--- config.mk ---
export PLATFORM = sky130hd
export DESIGN_NAME = lanzones_fetch
export DESIGN_NICKNAME = d
export VERILOG_FILES = /design/src/rtl/lanzones_pkg.sv /design/src/rtl/lanzones_sync_fifo.sv /design/src/rtl/lanzones_fetch.sv
export SDC_FILE = /design/constraint.sdc
export NUM_CORES = 1
export LEC_CHECK = 0
export BUFFER_PORTS_ARGS = -buffer_cell sky130_fd_sc_hd__buf_2
export CELL_PAD_IN_SITES_DETAIL_PLACEMENT = 0
export CELL_PAD_IN_SITES_GLOBAL_PLACEMENT = 2
export CORE_ASPECT_RATIO = 0.75
export CORE_MARGIN = 5
export CORE_UTILIZATION = 45
export CTS_CLUSTER_DIAMETER = 120
export DETAILED_ROUTE_END_ITERATION = 8
export GPL_TIMING_DRIVEN = 0
export PLACE_DENSITY_LB_ADDON = 0.1
export SLEW_MARGIN = 20
export SYNTH_ARGS = -nofsm -noshare
export SYNTH_HDL_FRONTEND = slang
export SYNTH_SLANG_ARGS = --single-unit
--- constraint.sdc ---
create_clock -name clk -period 9.1 [get_ports clk]
set_input_delay 2.275 -clock clk [delete_from_list [all_inputs] [get_ports clk]]
set_output_delay 2.275 -clock clk [all_outputs]
set_load 0.02 [all_outputs]
--- src/rtl/lanzones_pkg.sv ---
// Shared types and constants for the lanzones fetch front-end.
package lanzones_pkg;

    localparam int unsigned XLEN = 32;
    localparam int unsigned ILEN = 32;
    localparam logic [XLEN-1:0] PC_STEP = 32'd4;

    typedef enum logic [1:0] {
        IDLE,
        RUN,
        FLUSH
    } fetch_state_e;

    // One prefetch buffer entry: the PC travels with the word it fetched.
    typedef struct packed {
        logic [XLEN-1:0] pc;
        logic [ILEN-1:0] instr;
    } fetch_entry_t;

    function automatic logic [XLEN-1:0] align_pc(input logic [XLEN-1:0] pc);
        return {pc[XLEN-1:2], 2'b00};
    endfunction

endpackage

--- src/rtl/lanzones_sync_fifo.sv ---
// Registered synchronous FIFO with flush; the head entry is always presented on rdata.
module lanzones_sync_fifo #(
    parameter int unsigned WIDTH = 64,
    parameter int unsigned DEPTH = 4
) (
    input  logic                     clk,
    input  logic                     rst,
    input  logic                     push,
    input  logic [WIDTH-1:0]         wdata,
    input  logic                     pop,
    input  logic                     clear,
    output logic [WIDTH-1:0]         rdata,
    output logic                     full,
    output logic                     empty,
    output logic [$clog2(DEPTH):0]   count
);

    localparam int unsigned AW = $clog2(DEPTH);
    localparam int unsigned CW = AW + 1;

    logic [WIDTH-1:0] mem_q [DEPTH];
    logic [AW-1:0]    wptr_q;
    logic [AW-1:0]    rptr_q;
    logic [CW-1:0]    count_q;
    logic             do_push;
    logic             do_pop;

    assign full    = (count_q == CW'(DEPTH));
    assign empty   = (count_q == '0);
    assign count   = count_q;
    assign do_push = push & ~full;
    assign do_pop  = pop & ~empty;
    // Drive zero when empty so the consumer never sees stale data.
    assign rdata   = empty ? '0 : mem_q[rptr_q];

    always_ff @(posedge clk) begin
        if (rst || clear) begin
            wptr_q  <= '0;
            rptr_q  <= '0;
            count_q <= '0;
        end else begin
            if (do_push) begin
                wptr_q <= wptr_q + AW'(1);
            end
            if (do_pop) begin
                rptr_q <= rptr_q + AW'(1);
            end
            count_q <= count_q + CW'(do_push) - CW'(do_pop);
        end
    end

    always_ff @(posedge clk) begin
        if (do_push && !clear && !rst) begin
            mem_q[wptr_q] <= wdata;
        end
    end

    a_no_overflow : assert property (@(posedge clk) disable iff (rst) !(push && full && !clear));

endmodule

--- src/rtl/lanzones_fetch.sv ---
// Instruction fetch front-end: credit-limited sequential fetch, prefetch buffer and
// redirect handling that drops every word still in flight when the target changes.
module lanzones_fetch
    import lanzones_pkg::*;
#(
    parameter logic [XLEN-1:0] RESET_PC = 32'h0000_0000,
    parameter int unsigned     DEPTH    = 4
) (
    input  logic            clk,
    input  logic            rst,
    input  logic            en,
    input  logic            redir,
    input  logic [XLEN-1:0] redir_pc,
    output logic            mem_req,
    output logic [XLEN-1:0] mem_addr,
    input  logic            mem_gnt,
    input  logic            mem_rvalid,
    input  logic [ILEN-1:0] mem_rdata,
    output logic            RVld,
    output logic [ILEN-1:0] RData,
    output logic [XLEN-1:0] RPc,
    input  logic            RRdy,
    output logic            busy
);

    localparam int unsigned     CW       = $clog2(DEPTH) + 1;
    localparam logic [XLEN-1:0] START_PC = {RESET_PC[XLEN-1:2], 2'b00};

    fetch_state_e    state_q, state_d;
    logic [XLEN-1:0] pc_q, pc_d;             // address of the next new request
    logic [XLEN-1:0] req_addr_q, req_addr_d; // address held while a request waits for grant
    logic [XLEN-1:0] resp_pc_q, resp_pc_d;
    logic            pend_q, pend_d;
    logic            stale_q, stale_d;
    logic [CW-1:0]   out_q, out_d;
    logic [CW-1:0]   drop_q, drop_d;

    logic            raise;
    logic            grant;
    logic            stale_grant;
    logic            drop_hit;
    logic            credit_ok;
    logic [CW:0]     inflight_sum;
    logic [XLEN-1:0] target;

    logic            fifo_push;
    logic            fifo_pop;
    logic            fifo_full;
    logic            fifo_empty;
    logic [CW-1:0]   fifo_count;
    fetch_entry_t    fifo_wdata;
    fetch_entry_t    fifo_rdata;

    assign target       = align_pc(redir_pc);
    assign inflight_sum = {1'b0, fifo_count} + {1'b0, out_q};
    assign credit_ok    = (inflight_sum < (CW + 1)'(DEPTH));

    // A waiting request is never withdrawn, so pend_q alone keeps mem_req up.
    assign raise    = (state_q == RUN) && en && !pend_q && credit_ok;
    assign mem_req  = pend_q | raise;
    assign mem_addr = pend_q ? req_addr_q : pc_q;
    assign grant    = mem_req & mem_gnt;

    // A request that was still waiting when a redirect hit belongs to the old stream.
    assign stale_grant = pend_q & stale_q & mem_gnt;
    assign drop_hit    = mem_rvalid & (drop_q != '0);

    assign fifo_push  = mem_rvalid & (drop_q == '0) & ~redir;
    assign fifo_pop   = RVld & RRdy & ~redir;
    assign fifo_wdata = '{pc: resp_pc_q, instr: mem_rdata};

    assign RVld  = ~fifo_empty;
    assign RData = fifo_rdata.instr;
    assign RPc   = fifo_rdata.pc;
    assign busy  = (out_q != '0) || (drop_q != '0);

    lanzones_sync_fifo #(
        .WIDTH ($bits(fetch_entry_t)),
        .DEPTH (DEPTH)
    ) u_fifo (
        .clk   (clk),
        .rst   (rst),
        .push  (fifo_push),
        .wdata (fifo_wdata),
        .pop   (fifo_pop),
        .clear (redir),
        .rdata (fifo_rdata),
        .full  (fifo_full),
        .empty (fifo_empty),
        .count (fifo_count)
    );

    always_comb begin
        pend_d     = mem_req & ~mem_gnt;
        stale_d    = pend_d & (stale_q | redir);
        req_addr_d = (raise && !mem_gnt) ? pc_q : req_addr_q;
        out_d      = out_q + CW'(grant) - CW'(mem_rvalid);
        pc_d       = pc_q;
        resp_pc_d  = resp_pc_q;
        drop_d     = drop_q - CW'(drop_hit) + CW'(stale_grant);

        if (raise) begin
            pc_d = pc_q + PC_STEP;
        end
        if (fifo_push) begin
            resp_pc_d = resp_pc_q + PC_STEP;
        end
        // Everything in flight after this cycle belongs to the abandoned stream.
        if (redir) begin
            pc_d      = target;
            resp_pc_d = target;
            drop_d    = out_d;
        end
    end

    always_comb begin
        state_d = state_q;
        unique case (state_q)
            IDLE: begin
                if (en) begin
                    state_d = RUN;
                end
            end
            RUN: begin
                if (!en && !mem_req) begin
                    state_d = IDLE;
                end
            end
            FLUSH: begin
                if (drop_d == '0 && !stale_d) begin
                    state_d = RUN;
                end
            end
            default: state_d = IDLE;
        endcase
        if (redir && (out_d != '0 || stale_d)) begin
            state_d = FLUSH;
        end
    end

    always_ff @(posedge clk) begin
        if (rst) begin
            state_q    <= IDLE;
            pc_q       <= START_PC;
            req_addr_q <= START_PC;
            resp_pc_q  <= START_PC;
            pend_q     <= 1'b0;
            stale_q    <= 1'b0;
            out_q      <= '0;
            drop_q     <= '0;
        end else begin
            state_q    <= state_d;
            pc_q       <= pc_d;
            req_addr_q <= req_addr_d;
            resp_pc_q  <= resp_pc_d;
            pend_q     <= pend_d;
            stale_q    <= stale_d;
            out_q      <= out_d;
            drop_q     <= drop_d;
        end
    end

    a_out_bound  : assert property (@(posedge clk) disable iff (rst) out_q <= CW'(DEPTH));
    a_drop_bound : assert property (@(posedge clk) disable iff (rst) drop_q <= CW'(DEPTH));
    a_drop_le_out: assert property (@(posedge clk) disable iff (rst) drop_q <= out_q);
    a_no_orphan  : assert property (@(posedge clk) disable iff (rst)
                                    !(mem_rvalid && out_q == '0));
    a_fifo_room  : assert property (@(posedge clk) disable iff (rst) !(fifo_push && fifo_full));

endmodule

==> out/metrics.cfg <==
[status]
outcome = complete, no violations

[yosys]
yosysSeqAreaShare_pct = 63.8
synth.largest_area_cell = edfxtp_1
synth_common_cells = edfxtp_1 (248), dfxtp_1 (109), nand2_1 (79)
synth_edf_count = 248
ys_warn_count = 0
synthCells = 1051
synth_most_common_cell = edfxtp_1
synthArstFlopShare_pct = 0
synth_seq_cells = 357
syn_area_um2 = 15100
synth_top_area_share_pct = 49.4
synth.avg_cell_area_um2 = 14.4
ys_types = 58
ys_top_cells_by_area = edfxtp_1 (49%), dfxtp_1 (14%), mux4_2 (9.3%)
dominantRegCellSynth = edfxtp_1

[routing]
ant_nets = 0
drt-initial-drc-count = 726
via_per_inst = 5.21
drt-total-wl_um = 34700
via_count = 9055
dr.pass1.iters = 5
wire_per_inst_um = 19.9
drc = 0

[layout]
finalNonFillerCells = 1739
drive_above_1_share_pct = 27.9
num-nets-final = 1349
n_antenna_cell = 0
syn2layout_area_growth_pct = 18.7
fillers = 2788
design_area_um2 = 17900

[timing]
fmax_mhz = 185
slew_headroom_pct = 47.6
tns_ns = 0
hold_viol = 0
setup_viol = 0
grt_setup_unrepaired = no
worstMarginPinSlew_ns = 0.787
period_needed_ns = 5.40
fin_crit_sh_pct = 59.4
drv_slew = 0
finClkSkew_ns = 0.0136

[floorplan]
die_x_um = 221
die-area_um2 = 37300
num_io_pins = 170
core_area_um2 = 33300
start_util_pct = 45.3
die_h_um = 169
rows = 58

[worst_setup_path]
required_ns = 6.83
criticalPathCategory = in2out
crit_chain = buf_2, and3b_1, a31oi_1, inv_1, buf_2
slowest_delay_ns = 0.28
crit_fanout = 4
worst_setup_path_start_kind = input port
worst_path_max_delay_cell = a31oi_1
cp_common_cell = buf_2
cp_data_arrival_time_ns = 3.13
r2r_slack_ns = 5.64
cp-end-kind = primary output

[power_and_ir_drop]
ir_drop_mv = 0.108
powerDensity_nw_per_um2 = 211
power.leakage_nw = 6.36

[clock_tree]
clk_latency_ns = 0.53
tritoncts = done
clk_pin_slew_ns = 0.06
numCtsBuffers = 37
cts_root_buf = clkbuf_16
cts.sinks = 357
ctsResizeCount = 0
htree_levels = 2
postCtsSetupBuffers = 0
hold_buffers = 0
clockBufferDepth = 3

[placement]
place_inst = 1672
io_buffers = 163
dp_hpwl_um = 24200
placed_area_um2 = 16600
place_congestion = 0.772

[global_routing]
antenna_found_initial = 0
grt_pass1_wl_um = 54200
grt_max_degree = 45
grtUsageTotal_pct = 18.5
grt-ovfl-total = 0
grt_pass1_vias = 9258

[flow_run]
max_cap_viol_count = 0

[min_path]
min_path_type = reg2reg

-- layout make-up --
class	count	area, µm²	share of cell area, %
clock inverter	27	367	2.05
clock buffer	40	937	5.23
sequential	357	9630	53.8
buffer	63	284	1.59
inverter	44	165	0.922
tap	450	563	3.14
multi-input combinational	590	5030	28.1
timing repair buffer	168	933	5.21
-- cells in the final DEF (no fill, tap or decap), drive strengths merged, types with 45 or more instances in the layout --
master    n
edfxtp  248
buf     188
dfxtp   109
clkbuf   83
nand2    79
nor2b    67
mux4     62
a21oi    62
a21boi   51
inv      45
-- registers in the layout, summed over array words and instances, names as in the netlist, named ones only --
| register | flops |
|---|---|
| pend_q | 1 |
| req_addr_q | 30 |
| pc_q | 30 |
| u_fifo.rptr_q | 2 |
| state_q | 2 |
| u_fifo.mem_q | 248 |
| u_fifo.wptr_q | 2 |
| out_q | 3 |
| stale_q | 1 |
| resp_pc_q | 30 |
| u_fifo.count | 3 |
| drop_q | 3 |
-- cell families (layout without fill, tap and decap cells) --
kind of cell    after synthesis  in the layout  share of synthesized area [%]
xor+xnor                     63             63                           3.84
flops                       357            357                           63.8
buf+inv                     107            342                           2.98
compound gates              132            132                           5.56
other cells                   1              4                         0.0249
fa+ha+maj                    17             17                           1.56
mux                          95             95                           11.7
simple gates                279            279                           10.5
-- metrics by stage --
stage | hold WS [ns] | power (mW) | setup WS [ns] | utilization (%)
finish | 0.453 | 3.78 | 3.70 | 53.8
global route | 0.475 | 3.94 | 3.62 | 53.8
CTS | 0.453 | 3.83 | 3.71 | 53.8
detailed placement | 0.443 | 2.19 | 3.73 | 49.8
global placement | 0.438 | 2.19 | 2.56 | 49.5
floorplan | 0.433 | 2.07 | 4.01 | -
-- path summary, 6_finish.rpt --
path	startpoint	endpoint	depth (start not counted)
worst max-delay path	en	mem_req	5
worst max register to register	u_fifo.count[2]	state_q[0]	15
worst min-delay path	req_addr_q[16]	req_addr_q[16]	2
worst min register to register	req_addr_q[16]	req_addr_q[16]	2
-- power by group --
group | switching (mW) | leakage (nW) | internal, mW
Sequential | 0.0500 | 3.15 | 1.79
Clock | 0.625 | 0.628 | 1.00
Combinational | 0.183 | 2.58 | 0.136
-- metal layers --
metal | vias up | global-route usage [%] | share of wire, %
met5 | - | 0 | 0
met4 | 0 | 4.37 | 1.8
met3 | 47 | 3.14 | 4.4
met2 | 200 | 29.1 | 46
met1 | 4512 | 27.4 | 48
li1 | 4296 | - | -
-- critical path, delay by kind of cell --
| kind | cells | cell delay [ns] |
|---|---|---|
| AOI/OAI and AO/OA | 1 | 0.28 |
| and+or+nand+nor | 1 | 0.21 |
| buffers and inverters | 3 | 0.37 |
Power figures use the tool's default switching activity.
